File: src/rtl/bldc_commutator.sv
// Six-step BLDC commutator: hall synchronisation and debounce, sector decode,
// direction-dependent switch table, PWM gating of the high sides, per-phase
// dead time and hall-edge period measurement.
// Optional feature macro: BLDC_BRAKE_EN adds a 'brake' input that requests all
// low sides on (dead time still applies, hall_fault still forces gates off).
module bldc_commutator #(
    parameter int unsigned DB_CYCLES = 4,
    parameter int unsigned DEADTIME  = 8,
    parameter int unsigned PER_W     = 16
) (
    input  logic             clk,
    input  logic             rst,
    input  logic             ena,
    input  logic [2:0]       hall_in,
    input  logic             dir,
    input  logic             pwm_in,
`ifdef BLDC_BRAKE_EN
    input  logic             brake,
`endif
    output logic [2:0]       gate_h,
    output logic [2:0]       gate_l,
    output logic [2:0]       sector,
    output logic             hall_fault,
    output logic [PER_W-1:0] period,
    output logic             period_valid
);

    localparam int unsigned DBW = (DB_CYCLES > 1) ? $clog2(DB_CYCLES + 1) : 1;
    localparam int unsigned DTW = (DEADTIME > 1) ? $clog2(DEADTIME + 1) : 1;

    logic [2:0]       hall_s1_q, hall_s2_q, hall_db_q, cand_q, cand_d, hall_db_d;
    logic [DBW-1:0]   db_cnt_q, db_cnt_d, held;
    logic             accept;
    logic [2:0]       sector_q, dec_db, dec_new, step;
    logic             valid_db, valid_new;
    logic [PER_W-1:0] per_cnt_q;
    logic [2:0]       tab_h, tab_l, req_h, req_l;
    logic [2:0]       gate_h_q, gate_l_q, gate_h_d, gate_l_d;
    logic [DTW-1:0]   dt_h_q [3];
    logic [DTW-1:0]   dt_l_q [3];
    logic [DTW-1:0]   dt_h_d [3];
    logic [DTW-1:0]   dt_l_d [3];
    logic             brake_w;

`ifdef BLDC_BRAKE_EN
    assign brake_w = brake;
`else
    assign brake_w = 1'b0;
`endif

    // Returns {valid, sector} for a hall code.
    function automatic logic [3:0] decode(input logic [2:0] h);
        unique case (h)
            3'b101:  decode = {1'b1, 3'd0};
            3'b100:  decode = {1'b1, 3'd1};
            3'b110:  decode = {1'b1, 3'd2};
            3'b010:  decode = {1'b1, 3'd3};
            3'b011:  decode = {1'b1, 3'd4};
            3'b001:  decode = {1'b1, 3'd5};
            default: decode = {1'b0, 3'd0};
        endcase
    endfunction

    // Debounce: held counts consecutive cycles the synchronised value has differed.
    always_comb begin
        cand_d    = hall_s2_q;
        hall_db_d = hall_db_q;
        accept    = 1'b0;
        held      = (hall_s2_q != cand_q) ? DBW'(1) : db_cnt_q + DBW'(1);
        db_cnt_d  = held;
        if (hall_s2_q == hall_db_q) begin
            db_cnt_d = '0;
        end else if (held >= DBW'(DB_CYCLES)) begin
            accept    = 1'b1;
            hall_db_d = hall_s2_q;
            db_cnt_d  = '0;
        end
    end

    // Synchroniser, debounce state and period measurement registers.
    always_ff @(posedge clk or posedge rst) begin
        if (rst) begin
            hall_s1_q    <= '0;
            hall_s2_q    <= '0;
            cand_q       <= '0;
            hall_db_q    <= '0;
            db_cnt_q     <= '0;
            sector_q     <= '0;
            per_cnt_q    <= '0;
            period       <= '0;
            period_valid <= 1'b0;
        end else begin
            hall_s1_q    <= hall_in;
            hall_s2_q    <= hall_s1_q;
            cand_q       <= cand_d;
            hall_db_q    <= hall_db_d;
            db_cnt_q     <= db_cnt_d;
            sector_q     <= sector;
            period_valid <= 1'b0;
            if (accept && valid_db && valid_new) begin
                period       <= per_cnt_q;
                period_valid <= 1'b1;
                per_cnt_q    <= PER_W'(1);
            end else if (per_cnt_q != '1) begin
                per_cnt_q <= per_cnt_q + PER_W'(1);
            end
        end
    end

    assign {valid_db, dec_db}   = decode(hall_db_q);
    assign {valid_new, dec_new} = decode(hall_s2_q);
    assign hall_fault           = ~valid_db;
    // Sector follows the accepted value immediately and holds through faults.
    assign sector               = valid_db ? dec_db : sector_q;

    // Step selection, switch table and request gating.
    always_comb begin
        step = sector;
        if (dir) begin
            step = (sector >= 3'd3) ? sector - 3'd3 : sector + 3'd3;
        end
        tab_h = 3'b000;
        tab_l = 3'b000;
        case (step)
            3'd0:    begin tab_h = 3'b001; tab_l = 3'b010; end
            3'd1:    begin tab_h = 3'b001; tab_l = 3'b100; end
            3'd2:    begin tab_h = 3'b010; tab_l = 3'b100; end
            3'd3:    begin tab_h = 3'b010; tab_l = 3'b001; end
            3'd4:    begin tab_h = 3'b100; tab_l = 3'b001; end
            3'd5:    begin tab_h = 3'b100; tab_l = 3'b010; end
            default: begin tab_h = 3'b000; tab_l = 3'b000; end
        endcase
        req_h = 3'b000;
        req_l = 3'b000;
        if (hall_fault) begin
            req_h = 3'b000;
            req_l = 3'b000;
        end else if (brake_w) begin
            req_l = 3'b111;
        end else if (ena) begin
            req_h = tab_h & {3{pwm_in}};
            req_l = tab_l;
        end
    end

    // Dead time: a switch may rise on the edge where the opposite counter reaches 0,
    // and never while the opposite switch is still on.
    always_comb begin
        for (int i = 0; i < 3; i++) begin
            gate_h_d[i] = req_h[i] & ~gate_l_q[i] & (dt_l_q[i] <= DTW'(1));
            gate_l_d[i] = req_l[i] & ~gate_h_q[i] & (dt_h_q[i] <= DTW'(1));
            dt_h_d[i]   = (dt_h_q[i] != '0) ? dt_h_q[i] - DTW'(1) : '0;
            dt_l_d[i]   = (dt_l_q[i] != '0) ? dt_l_q[i] - DTW'(1) : '0;
            if (gate_h_q[i] && !gate_h_d[i]) begin
                dt_h_d[i] = DTW'(DEADTIME);
            end
            if (gate_l_q[i] && !gate_l_d[i]) begin
                dt_l_d[i] = DTW'(DEADTIME);
            end
        end
    end

    // Gate and dead-time registers; reset drops all gates at once.
    always_ff @(posedge clk or posedge rst) begin
        if (rst) begin
            gate_h_q <= '0;
            gate_l_q <= '0;
            for (int i = 0; i < 3; i++) begin
                dt_h_q[i] <= DTW'(DEADTIME);
                dt_l_q[i] <= DTW'(DEADTIME);
            end
        end else begin
            gate_h_q <= gate_h_d;
            gate_l_q <= gate_l_d;
            for (int i = 0; i < 3; i++) begin
                dt_h_q[i] <= dt_h_d[i];
                dt_l_q[i] <= dt_l_d[i];
            end
        end
    end

    assign gate_h = gate_h_q;
    assign gate_l = gate_l_q;

endmodule

File: config.mk
export PLATFORM = sky130hd
export DESIGN_NAME = bldc_commutator
export DESIGN_NICKNAME = d
export VERILOG_FILES = /design/src/rtl/bldc_commutator.sv
export SDC_FILE = /design/constraint.sdc
export NUM_CORES = 1
export LEC_CHECK = 0
export ABC_CLOCK_PERIOD_IN_PS = 3200
export BUFFER_PORTS_ARGS = -buffer_cell sky130_fd_sc_hd__buf_2
export CORE_ASPECT_RATIO = 1.25
export CORE_MARGIN = 8
export CORE_UTILIZATION = 50
export CTS_CLUSTER_DIAMETER = 100
export DETAILED_ROUTE_END_ITERATION = 10
export PLACE_DENSITY_LB_ADDON = 0.15
export SYNTH_ARGS = -nofsm -noshare
export SYNTH_HDL_FRONTEND = slang
export SYNTH_SLANG_ARGS = --single-unit
File: constraint.sdc
create_clock -name clk -period 3.2 [get_ports clk]
set_input_delay 0.64 -clock clk [delete_from_list [all_inputs] [get_ports clk]]
set_output_delay 0.64 -clock clk [all_outputs]
set_load 0.1 [all_outputs]
==> impl_metrics.toml, run 1 <==
[global_routing]
grt_max_degree = 53
grt_pass1_vias = 2557
grt_pass1_wl_mm = 11.6
overflow = 0
track_usage_pct = 13.8
antenna_found_initial = 0

[min_path]
worstHoldPathType = "reg2reg"
min_path_cells = 0

[floorplanning]
core_area_um2 = 7270
dieArea_um2 = 10400
io_pins = 35
die_w_um = 93.0
die_y_um = 112
rows = 35
start_util_pct = 50.9

[final_layout]
final_cell_mix = "dfrtp_1 (75), buf_2 (34), nor2_1 (22)"
drive_above_1_share_pct = 26.1
fillers = 633
area_growth_pct = 15.2
n_antenna_cell = 0
nets = 384
final_common_cell = "dfrtp_1"

[routing]
ant_nets = 0
drc = 0
avgRoutedWirePerCell_um = 14.7
wirelength_mm = 6.86
drt_first_iter_violations = 61
vias_per_cell = 5.48
dr.pass1.iters = 4
num_vias = 2565

[critical_path]
critPathMaxFanout = 10
cp-end-kind = "register"
startpoint_type = "register"
crit_type = "reg2reg"
cp_data_required_time_ns = 3.49
worst-endpoint-arrival_ns = 3.31
ff2ff_path_depth = 13

[synth]
synth_fp_nets = 344
synthArstFlopShare_pct = 100
syn_avg_cell_area_um2 = 11.2
yosys_warnings = 0
ys_ff_latch = 81
synth_cells = 331
synth_area_leader_cell = "dfrtp_1"
synth_top_area_share_pct = 50.7
ys_types = 52
synth_flop_cell = "dfrtp_1"
yosys-top-cells-area = "dfrtp_1 (51%), mux2_2 (4.9%), xor2_1 (4.5%), dfstp_2 (4.3%), nor3_1 (3.0%)"
synth_area_um2 = 3700
synth_edf_count = 0
synth_seq_area_share_pct = 55.0

[sta]
fin_skew_ns = 0.0102
timing.final.ws_setup_ns = 0.177
hold_slack_ns = 0.354
finalSetupViolCount = 0
rsz0062_at_grt = "no"
clock.fmax_mhz = 331
tightestPinTransition_ns = 0.899
drv_slew = 0
hold_viol_final = 0
fin_setup_tns_ns = 0
maxSlewHeadroom_pct = 40.1
timing.final.crit_share_pct = 94.5
finalCriticalPeriod_ns = 3.02

[clock_network]
clkTransAtPathRegs_ns = 0.08
clk_latency_ns = 0.36
clockBufferDepth = 2
cts.sinks = 81
ctsRootBufferMaster = "clkbuf_8"
postCtsSetupBuffers = 0
htreeDepth = 3
cts_made_buffers = 9
cts_tree = "yes"
cts-resized-gates = 0
ctsHoldBuffers = 0

[flow_run]
maxCapViolations = 0

[place]
post-dp-hpwl_mm = 4.95
io_buffer_count = 34
place_congestion = 0.864
place_ws_ns = 0.185

[power]
p_leak_nw = 2.04
vdd_drop_max_uv = 683
power_density_nw_per_um2 = 1030

[run_status]
outcome = "finished, final reports clean"
final cells by class:
class | instances | area, um2 | area share (%)
clock buffer | 9 | 124 | 2.90
timing repair buffer | 37 | 205 | 4.81
multi-input combinational | 230 | 1610 | 37.8
clock inverter | 7 | 125 | 2.93
tap | 92 | 115 | 2.70
inverter | 12 | 50.0 | 1.17
sequential | 81 | 2030 | 47.7
path summary, 6_finish.rpt:
| check | startpoint | end | slack (ns) |
|---|---|---|---|
| worst max-delay path | hall_db_q[0]$_DFFE_PP0P_ | dt_l_q[7]$_DFF_PP1_ | 0.18 |
| worst min-delay path | hall_s1_q[2]$_DFF_PP0_ | cand_d[2]$_DFF_PP0_ | 0.35 |
| min in group asynchronous | rst | hall_s1_q[0]$_DFF_PP0_ | 0.43 |
| worst min register to register | hall_s1_q[2]$_DFF_PP0_ | cand_d[2]$_DFF_PP0_ | 0.35 |
| max in group asynchronous | rst | period[10]$_DFFE_PP0P_ | 2.14 |
| worst max register to register | hall_db_q[0]$_DFFE_PP0P_ | dt_l_q[7]$_DFF_PP1_ | 0.18 |
cells in the mapped netlist (2+ instances only):
cell type  count
a211oi_1       5
a21o_1         3
a21oi_1       11
a21oi_2        2
a22o_1         2
a22oi_1        2
a31oi_1        2
and3_1         9
buf_2          3
buf_4          3
dfrtp_1       75
dfstp_2        6
ha_1           5
inv_1         12
mux2_2        16
nand2_1       20
nand2b_1       9
nand3_1       11
nand4_1        4
nor2_1        22
nor3_1        22
nor3_2         2
nor4_1         7
o21a_1         3
o21ai_0       12
o31ai_1        6
o41a_1         2
or2_1          2
or3_1          4
or4b_2         4
xnor2_1        6
xor2_1        19
state kept, by name, indices dropped and copies added, names as in the netlist:
| register | flops |
|---|---|
| cand_d | 3 |
| cand_q | 3 |
| db_cnt_q | 3 |
| dt_h_q | 12 |
| dt_l_q | 12 |
| gate_h | 3 |
| gate_l | 3 |
| hall_db_q | 3 |
| hall_s1_q | 3 |
| per_cnt_q | 16 |
| period | 16 |
| period_valid | 1 |
| sector_q | 3 |
stage by stage:
stage | cells | total power [mW] | util, % | instance area, um2
2_1_floorplan | 331 | 3.17 | - | 3750
3_3_place_gp | 452 | 3.48 | 55.2 | 4020
3_5_place_dp | 452 | 3.52 | 55.2 | 4020
4_1_cts | 468 | 4.45 | 58.7 | 4260
5_1_grt | 468 | 4.67 | 58.7 | 4260
6_report | 468 | 4.41 | 58.7 | 4260
cell families after synthesis:
family	after synthesis	share of synthesized area, %
buffers and inverters	20	2.64
other	1	0.101
adder cells (fa/ha/maj)	5	1.69
AO/OA/AOI/OAI	56	10.5
AND/OR/NAND/NOR	126	19.1
XOR/XNOR	25	5.92
flip-flops	81	55.0
multiplexers	17	5.14
power breakdown:
part | internal, mW | switching (mW)
registers | 1.29 | 0.262
logic | 0.598 | 1.34
clock network | 0.527 | 0.387
layer usage:
metal,GRT usage [%],part of all wire (%)
met3,4.01,4.4
met4,7.87,2.4
met1,15.6,44
met2,22.7,49
met5,0,0
critical path, cell delays in order (launching register included):
cell,delay [ns]
dfrtp_1,0.48
or3_1,0.34
a21o_1,0.21
nand2_4,0.12
clkinvlp_4,0.12
ha_4,0.16
inv_2,0.05
ha_4,0.18
or3b_4,0.41
o21ai_2,0.07
a211oi_2,0.06
xnor2_1,0.15
o41a_1,0.41
nand2b_4,0.17
No activity file was read; power rests on OpenSTA's default activity.
==> run 2, diff against run 1 <==
Settings changed: RECOVER_POWER set to 25.
==> impl_metrics.toml, run 2 (synthesis results as in run 1) <==
[routing]
ant_nets = 0
dr.pass1.iters = 4
avgRoutedWirePerCell_um = 14.7
drt_first_iter_violations = 61
vias_per_cell = 5.48
drc = 0
wirelength_mm = 6.86
num_vias = 2565

[sta]
tightestPinTransition_ns = 2.28
drv_slew = 52
timing.final.ws_setup_ns = 0.177
rsz0062_at_grt = "no"
clock.fmax_mhz = 331
timing.final.crit_share_pct = 94.5
hold_viol_final = 0
fin_setup_tns_ns = 0
fin_skew_ns = 0.0102
maxSlewHeadroom_pct = -52.5
finalCriticalPeriod_ns = 3.02
finalSetupViolCount = 0

[clock_network]
cts-resized-gates = 0
ctsHoldBuffers = 0
clockBufferDepth = 2
clkTransAtPathRegs_ns = 0.08
cts.sinks = 81
clk_latency_ns = 0.36
htreeDepth = 3
cts_tree = "yes"
cts_made_buffers = 9
postCtsSetupBuffers = 0
ctsRootBufferMaster = "clkbuf_8"

[min_path]
worstHoldPathType = "reg2reg"
hp-start = "hall_s1_q[2]$_DFF_PP0_"

[power]
power_density_nw_per_um2 = 1030
vdd_drop_max_uv = 683
combPwrFrac_pct = 44.0
p_leak_nw = 2.04
p_sw_mw = 1.99
seqPwrFrac_pct = 35.2
p_int_mw = 2.42
swShare_pct = 45.2
pwr-share-clk_pct = 20.7

[floorplanning]
die_w_um = 93.0
dieArea_um2 = 10400
die_y_um = 112
core_area_um2 = 7270
start_util_pct = 50.9
rows = 35
io_pins = 35

[flow_run]
maxCapViolations = 1

[global_routing]
grt_pass1_wl_mm = 11.6
grt_max_degree = 53
antenna_found_initial = 0
overflow = 0
grt_pass1_vias = 2557
track_usage_pct = 13.8

[critical_path]
worst-endpoint-arrival_ns = 3.31
startpoint_type = "register"
cp_data_required_time_ns = 3.49
critPathMaxFanout = 10
timing.rr.start = "hall_db_q[0]$_DFFE_PP0P_"
cp-end-kind = "register"
crit_type = "reg2reg"
crit_path_start = "hall_db_q[0]$_DFFE_PP0P_"

[place]
place_ws_ns = 0.185
io_buffer_count = 34
post-dp-hpwl_mm = 4.95
place_congestion = 0.864
dpl_cell_area_um2 = 4020

[final_layout]
drive_above_1_share_pct = 26.1
final_cell_mix = "dfrtp_1 (75), buf_2 (34), nor2_1 (22)"
final_common_cell = "dfrtp_1"
n_antenna_cell = 0
largestRegisters = "per_cnt_q: 16 flops, period: 16 flops"
design_area_um2 = 4260
area_growth_pct = 15.2
nets = 384

[run_status]
outcome = "finished with violations"
violations = "capacitance limit, slew limit"
-- run 2: changes by cell type in the layout (fill, tap and decap cells not counted), sizes merged --
cell / before / now
clkinvlp: 1 / 2
clkinv: 2 / 1
-- run 2: metrics by stage --
step / std cells / power [mW] / utilization, % / hold WS, ns
global route: 468 / 4.67 / 58.7 / 0.367
global placement: 452 / 3.48 / 55.2 / 0.333
finish: 468 / 4.41 / 58.7 / 0.354
detailed placement: 452 / 3.52 / 55.2 / 0.337
floorplan: 331 / 3.17 / - / 0.331
CTS: 468 / 4.45 / 58.7 / 0.356
-- run 2: worst max-delay path, cell delays in order (launching register included) --
cell and delay [ns]:
dfrtp_1 0.48, or3_1 0.34, a21o_1 0.21, nand2_4 0.12, clkinvlp_4 0.12, ha_4 0.16
inv_2 0.05, ha_4 0.18, or3b_4 0.41, o21ai_2 0.07, a211oi_2 0.06, xnor2_1 0.15
o41a_1 0.41, nand2b_4 0.17
-- run 2: area by class of cell --
class	instances	area, um2
well taps	92	115
clock inverters	7	125
inverters	12	50.0
fillers	633	3010
clock buffers	9	124
repair buffers	37	205
multi-input cells	230	1610
flip-flops and latches	81	2030
-- run 2: power groups by stage --
stage	logic, mW	registers (mW)	clock network, mW
2_1_floorplan	1.27	1.90	0
3_3_place_gp	1.92	1.56	0
3_5_place_dp	1.95	1.57	0
4_1_cts	1.96	1.55	0.944
5_1_grt	2.10	1.59	0.975
6_report	1.94	1.55	0.914
-- run 2: worst paths after layout --
| path | end | slack (ns) | cells past startpoint |
|---|---|---|---|
| max | dt_l_q[7]$_DFF_PP1_ | 0.18 | 13 |
| min reg2reg | cand_d[2]$_DFF_PP0_ | 0.35 | 0 |
| max reg2reg | dt_l_q[7]$_DFF_PP1_ | 0.18 | 13 |
| min | cand_d[2]$_DFF_PP0_ | 0.35 | 0 |
| max in group asynchronous | per_cnt_q[12]$_DFFE_PP0P_ | 1.27 | 2 |
| min in group asynchronous | hall_s1_q[0]$_DFF_PP0_ | 0.88 | 2 |
-- run 2: routing by layer --
metal,vias up,routed length [um],part of all wire (%),track usage [%]
met2,41,3390,49,22.7
li1,1273,-,-,-
met4,0,165,2.4,7.87
met1,1240,3010,44,15.6
met3,11,299,4.4,4.01
met5,-,0,0,0
